==> src/rtl/fpe_wb_queue.sv <==
// -----------------------------------------------------------------------------
// fpe_wb_queue
//
// Write-back queue feeding the FPE register-file write mux. Execution-unit
// lane results (64-bit payload + row index + lane select) are buffered in an
// in-order FIFO and issued at most one lane write per cycle. Issue is
// suppressed while the register file raises i_hold; pushes are unaffected.
//
// Optional feature (macro FPE_WBQ_BYPASS_EN):
//   When defined, a push arriving while the queue is empty and not held is
//   forwarded combinationally to the outputs in the same cycle and is not
//   stored. When undefined, every result passes through the FIFO and there is
//   no combinational path from i_* to o_*.
//
// Parameters:
//   DEPTH  FIFO entries (power of two, >= 2)
//   CNT_W  occupancy counter width
//
// Ports:
//   clk, rst        clock, asynchronous active-high reset
//   i_data          result payload (64)
//   i_data_v        push request
//   i_rf_idx        destination register row (5)
//   i_rf_mux        destination 64-bit lane within the row (2)
//   o_ready         queue can accept a push this cycle
//   i_hold          register file busy, suppress issue
//   o_data          head payload (64)
//   o_data_v        lane write issued this cycle
//   o_rf_idx        head row index (5)
//   o_rf_mux        head lane select (2)
//   o_count         current occupancy (CNT_W)
//   o_empty         occupancy == 0
//   o_full          occupancy == DEPTH
//   o_overflow      sticky: push attempted while not ready
// -----------------------------------------------------------------------------
module fpe_wb_queue #(
  parameter int DEPTH = 8,
  parameter int CNT_W = $clog2(DEPTH) + 1
) (
  input  logic             clk,
  input  logic             rst,
  input  logic [63:0]      i_data,
  input  logic             i_data_v,
  input  logic [4:0]       i_rf_idx,
  input  logic [1:0]       i_rf_mux,
  output logic             o_ready,
  input  logic             i_hold,
  output logic [63:0]      o_data,
  output logic             o_data_v,
  output logic [4:0]       o_rf_idx,
  output logic [1:0]       o_rf_mux,
  output logic [CNT_W-1:0] o_count,
  output logic             o_empty,
  output logic             o_full,
  output logic             o_overflow
);

  localparam int PTR_W = $clog2(DEPTH);
  localparam int ENT_W = 71;

  // Entry layout: {data[63:0], idx[4:0], mux[1:0]}
  logic [ENT_W-1:0] mem [DEPTH];
  logic [PTR_W-1:0] wr_ptr;
  logic [PTR_W-1:0] rd_ptr;
  logic [CNT_W-1:0] count;
  logic             overflow;

  logic             empty;
  logic             full;
  logic             bypass;
  logic             push;
  logic             issue;
  logic [ENT_W-1:0] head;

  // Status flags, push/issue qualification and optional bypass detection
  always_comb begin
    empty = (count == '0);
    full  = (count == CNT_W'(DEPTH));
    head  = mem[rd_ptr];
`ifdef FPE_WBQ_BYPASS_EN
    // Empty, not held: forward the incoming result instead of storing it
    bypass = empty && !i_hold && i_data_v;
`else
    bypass = 1'b0;
`endif
    // A full queue refuses pushes even when an issue frees a slot this cycle
    push  = i_data_v && !full && !bypass;
    issue = !empty && !i_hold;
  end

  // Output drive: head of queue, or the forwarded input during bypass
  always_comb begin
    o_ready    = !full;
    o_empty    = empty;
    o_full     = full;
    o_count    = count;
    o_overflow = overflow;
    o_data_v   = issue || bypass;
    if (bypass) begin
      o_data   = i_data;
      o_rf_idx = i_rf_idx;
      o_rf_mux = i_rf_mux;
    end else begin
      o_data   = head[70:7];
      o_rf_idx = head[6:2];
      o_rf_mux = head[1:0];
    end
  end

  // Entry storage; cleared on reset so outputs read zero out of reset
  always_ff @(posedge clk or posedge rst) begin
    if (rst) begin
      for (int i = 0; i < DEPTH; i++) begin
        mem[i] <= '0;
      end
    end else if (push) begin
      mem[wr_ptr] <= {i_data, i_rf_idx, i_rf_mux};
    end
  end

  // Pointers wrap naturally at DEPTH (power of two)
  always_ff @(posedge clk or posedge rst) begin
    if (rst) begin
      wr_ptr <= '0;
      rd_ptr <= '0;
    end else begin
      if (push) begin
        wr_ptr <= wr_ptr + PTR_W'(1);
      end
      if (issue) begin
        rd_ptr <= rd_ptr + PTR_W'(1);
      end
    end
  end

  // Occupancy: simultaneous push and issue leave the count unchanged
  always_ff @(posedge clk or posedge rst) begin
    if (rst) begin
      count <= '0;
    end else begin
      case ({push, issue})
        2'b10:   count <= count + CNT_W'(1);
        2'b01:   count <= count - CNT_W'(1);
        default: count <= count;
      endcase
    end
  end

  // Sticky overflow: a push against a full queue is dropped and flagged
  always_ff @(posedge clk or posedge rst) begin
    if (rst) begin
      overflow <= 1'b0;
    end else if (i_data_v && full) begin
      overflow <= 1'b1;
    end else begin
      overflow <= overflow;
    end
  end

endmodule

==> config.mk <==
export PLATFORM = sky130hd
export DESIGN_NAME = fpe_wb_queue
export DESIGN_NICKNAME = d
export VERILOG_FILES = /design/src/rtl/fpe_wb_queue.sv
export SDC_FILE = /design/constraint.sdc
export NUM_CORES = 1
export LEC_CHECK = 0
export ABC_AREA = 1
export BUFFER_PORTS_ARGS = -buffer_cell sky130_fd_sc_hd__buf_2
export CAP_MARGIN = 20
export CORE_MARGIN = 4
export CORE_UTILIZATION = 50
export CTS_BUF_LIST = sky130_fd_sc_hd__clkbuf_2 sky130_fd_sc_hd__clkbuf_4 sky130_fd_sc_hd__clkbuf_8
export DETAILED_ROUTE_END_ITERATION = 6
export GPL_TIMING_DRIVEN = 0
export PLACE_DENSITY_LB_ADDON = 0.15
export SLEW_MARGIN = 20
export SYNTH_ARGS = -nofsm -noshare
export SYNTH_HDL_FRONTEND = slang
export SYNTH_SLANG_ARGS = --single-unit
==> constraint.sdc <==
create_clock -name clk -period 43.2 [get_ports clk]
set_clock_uncertainty 0.05 [all_clocks]
set_input_delay 8.64 -clock clk [delete_from_list [all_inputs] [get_ports clk]]
set_output_delay 8.64 -clock clk [all_outputs]
set_load 0.01 [all_outputs]
==> impl_metrics.yaml <==
routing:
  drtIter0Drc: 3121
  vias: 30700
  post_drt_wl_per_cell_microns: 19.0
  drc_errors: 0
  routed_wl_microns: 108000
  drtPass1Iterations: 6
  drtAntennaViolNets: 0
  vias_per_cell: 5.42
finish:
  multi_input_area_sq_um: 13900
  seq_area_sq_um: 14500
  area_growth_pct: 12.6
  final_cell_mix: "nand2_1, dfrtp_1, nor2_1"
  nets: 4834
  layout_commonest_cell: "nand2_1"
  nFillCells: 6130
  drive_above_1_share_pct: 12.0
yosys:
  yosys_warnings: 0
  yosys-mux-area-fraction_pct: 0
  synth_simple_gate_area_share_pct: 43.6
  ys_seq_area_share_pct: 46.1
  netlist_area_sq_um: 31500
  synthDistinctLibCells: 22
  synthesis.nets: 4643
  synth_xor_area_share_pct: 0.167
  syn_avg_cell_area_sq_um: 6.90
  synth_compound_area_share_pct: 0.0875
  syn_inst: 4562
  synth-adder-area-share_pct: 0.262
  synth_top_family_by_area: "simple AND/OR/NAND/NOR gates"
  synth_seq_cells: 579
power:
  p_leak_nw: 19.9
  power.density_nw_per_um2: 80.6
  ir_worst_vdd_v: 0.0000395
timing:
  max-slew-margin-rel_pct: 22.5
  rsz0062_at_grt: "false"
  min_period_ns: 18.18
  finalSetupViolations: 0
  hold_violations: 0
  setup_tns_ns: 0
  timing.hold.ws_ns: 0.417
  final.period_utilization_pct: 42.1
  worst_pin_slew_ns: 1.16
  report.final.slew_viol_count: 0
  fmax_mhz: 55.0
worst_hold_path:
  hold_path.class: "flip-flop to flip-flop"
worst_setup_path:
  required_ns: 34.51
  worstSetupEndpointType: "output pin"
  start_kind: "input pin"
  crit_type: "input pin to output pin"
  crit_fanout: 5
  critPathArrivalTime_ns: 9.49
global_routing:
  grt_use_met2_pct: 51.5
  first_global_vias: 28700
  grt_pass1_wl_microns: 166000
  track_usage_pct: 31.7
  gr-total-overflow: 0
  grt_use_met3_pct: 5.03
  grt_busiest_layer: "met2"
  grt_max_degree: 99
  use_met1_pct: 42.9
  antenna_found_initial: 5
clock_network:
  cts_resized: 0
  post_cts_buffers: 0
  clk_latency_ns: 0.71
  cts_root_buf: "clkbuf_8"
  clk_pin_slew_worst_paths_ns: 0.06
  cts_buffer_depth: 3
  htreeDepth: 3
  clock_sinks: 579
  cts_made_buffers: 100
  ctsHoldBuffers: 0
  tritoncts: "yes"
place:
  dp_hpwl_microns: 75200
  portBuffers: 82
  gp_congestion: 0.886
die:
  die_h_microns: 259
  fp.dieArea_sq_um: 67000
  core_sq_um: 62100
  initial_core_util_pct: 50.7
  ioPinCount: 155
  rows: 91
  die_w_microns: 259
outcome:
  outcome: "finished clean"
flow_run:
  maxCapViolCount: 0
## cell families after synthesis
kind of cell / after synthesis
simple gates: 3243
buf+inv: 723
xor+xnor: 6
fa+ha+maj: 6
compound gates: 5
flops: 579
## registers in the layout, summed over array words and instances, names as in the netlist
name / flops
wr_ptr: 3
mem: 568
o_count: 4
o_overflow: 1
rd_ptr: 3
## stage by stage
step           utilization (%)  std cells  setup slack (ns)  area (sq um)  power [W]
3_3_place_gp              53.1       5481             11.12         32900    0.00224
3_5_place_dp              53.4       5488             25.09         33100    0.00227
2_1_floorplan                -       4562             18.31         31500    0.00182
5_1_grt                   57.1       5670             24.98         35400    0.00308
4_1_cts                   57.1       5669             25.09         35400    0.00285
6_report                  57.1       5672             25.02         35400    0.00286
## synthesized netlist by cell type
cell type | n | area share, %
a21o_1 | 1 | 0.024
buf_1 | 40 | 0.48
buf_2 | 271 | 4.3
buf_4 | 13 | 0.31
clkbuf_1 | 97 | 1.2
clkbuf_2 | 1 | 0.016
dfrtp_1 | 579 | 46
fa_1 | 1 | 0.064
ha_1 | 5 | 0.20
inv_1 | 297 | 3.5
inv_2 | 4 | 0.048
nand2_1 | 2083 | 25
nand3_1 | 4 | 0.064
nand3_2 | 9 | 0.29
nand4_1 | 568 | 11
nor2_1 | 570 | 6.8
nor2_2 | 2 | 0.040
nor2_4 | 6 | 0.21
o21ai_0 | 4 | 0.064
or2_2 | 1 | 0.020
xnor2_1 | 4 | 0.11
xor2_1 | 2 | 0.056
## where the power goes
part           switching, W  leakage, nW  internal (W)
Sequential         0.000127         7.30      0.000784
Clock              0.000242         1.22      0.000333
Combinational      0.000941         11.4      0.000429
## critical path, cell delays in order
cell and delay, ns:
buf_2 0.09, inv_1 0.04, nand2_1 0.22, inv_1 0.31, buf_2 0.19
## metal layers
| metal | vias to the layer above | wire [microns] |
|---|---|---|
| li1 | 14700 | - |
| met5 | - | 13 |
| met4 | 2 | 4600 |
| met1 | 14600 | 45400 |
| met3 | 274 | 7470 |
| met2 | 1137 | 50400 |
## final timing paths
kind	startpoint	endpoint	slack (ns)	cells past startpoint
hold / removal	mem[178]	mem[178]	0.42	2
setup / recovery	i_hold	o_data_v	25.02	5
min in group asynchronous	rst	mem[493]	7.92	2
hold reg to reg	mem[178]	mem[178]	0.42	2
setup reg to reg	wr_ptr[2]	mem[395]	40.36	7
max in group asynchronous	rst	mem[173]	33.79	4
## area by class of cell
| cell class | instances | area share, % |
|---|---|---|
| Antenna cell | 3 | 0.0212 |
| Buffer | 422 | 5.57 |
| Clock buffer | 166 | 6.01 |
| Clock inverter | 15 | 0.502 |
| Inverter | 301 | 3.21 |
| Multi-Input combinational cell | 3260 | 39.2 |
| Sequential cell | 579 | 40.9 |
| Tap cell | 837 | 2.96 |
| Timing Repair Buffer | 89 | 1.66 |
(Power assumes the default switching activity.)
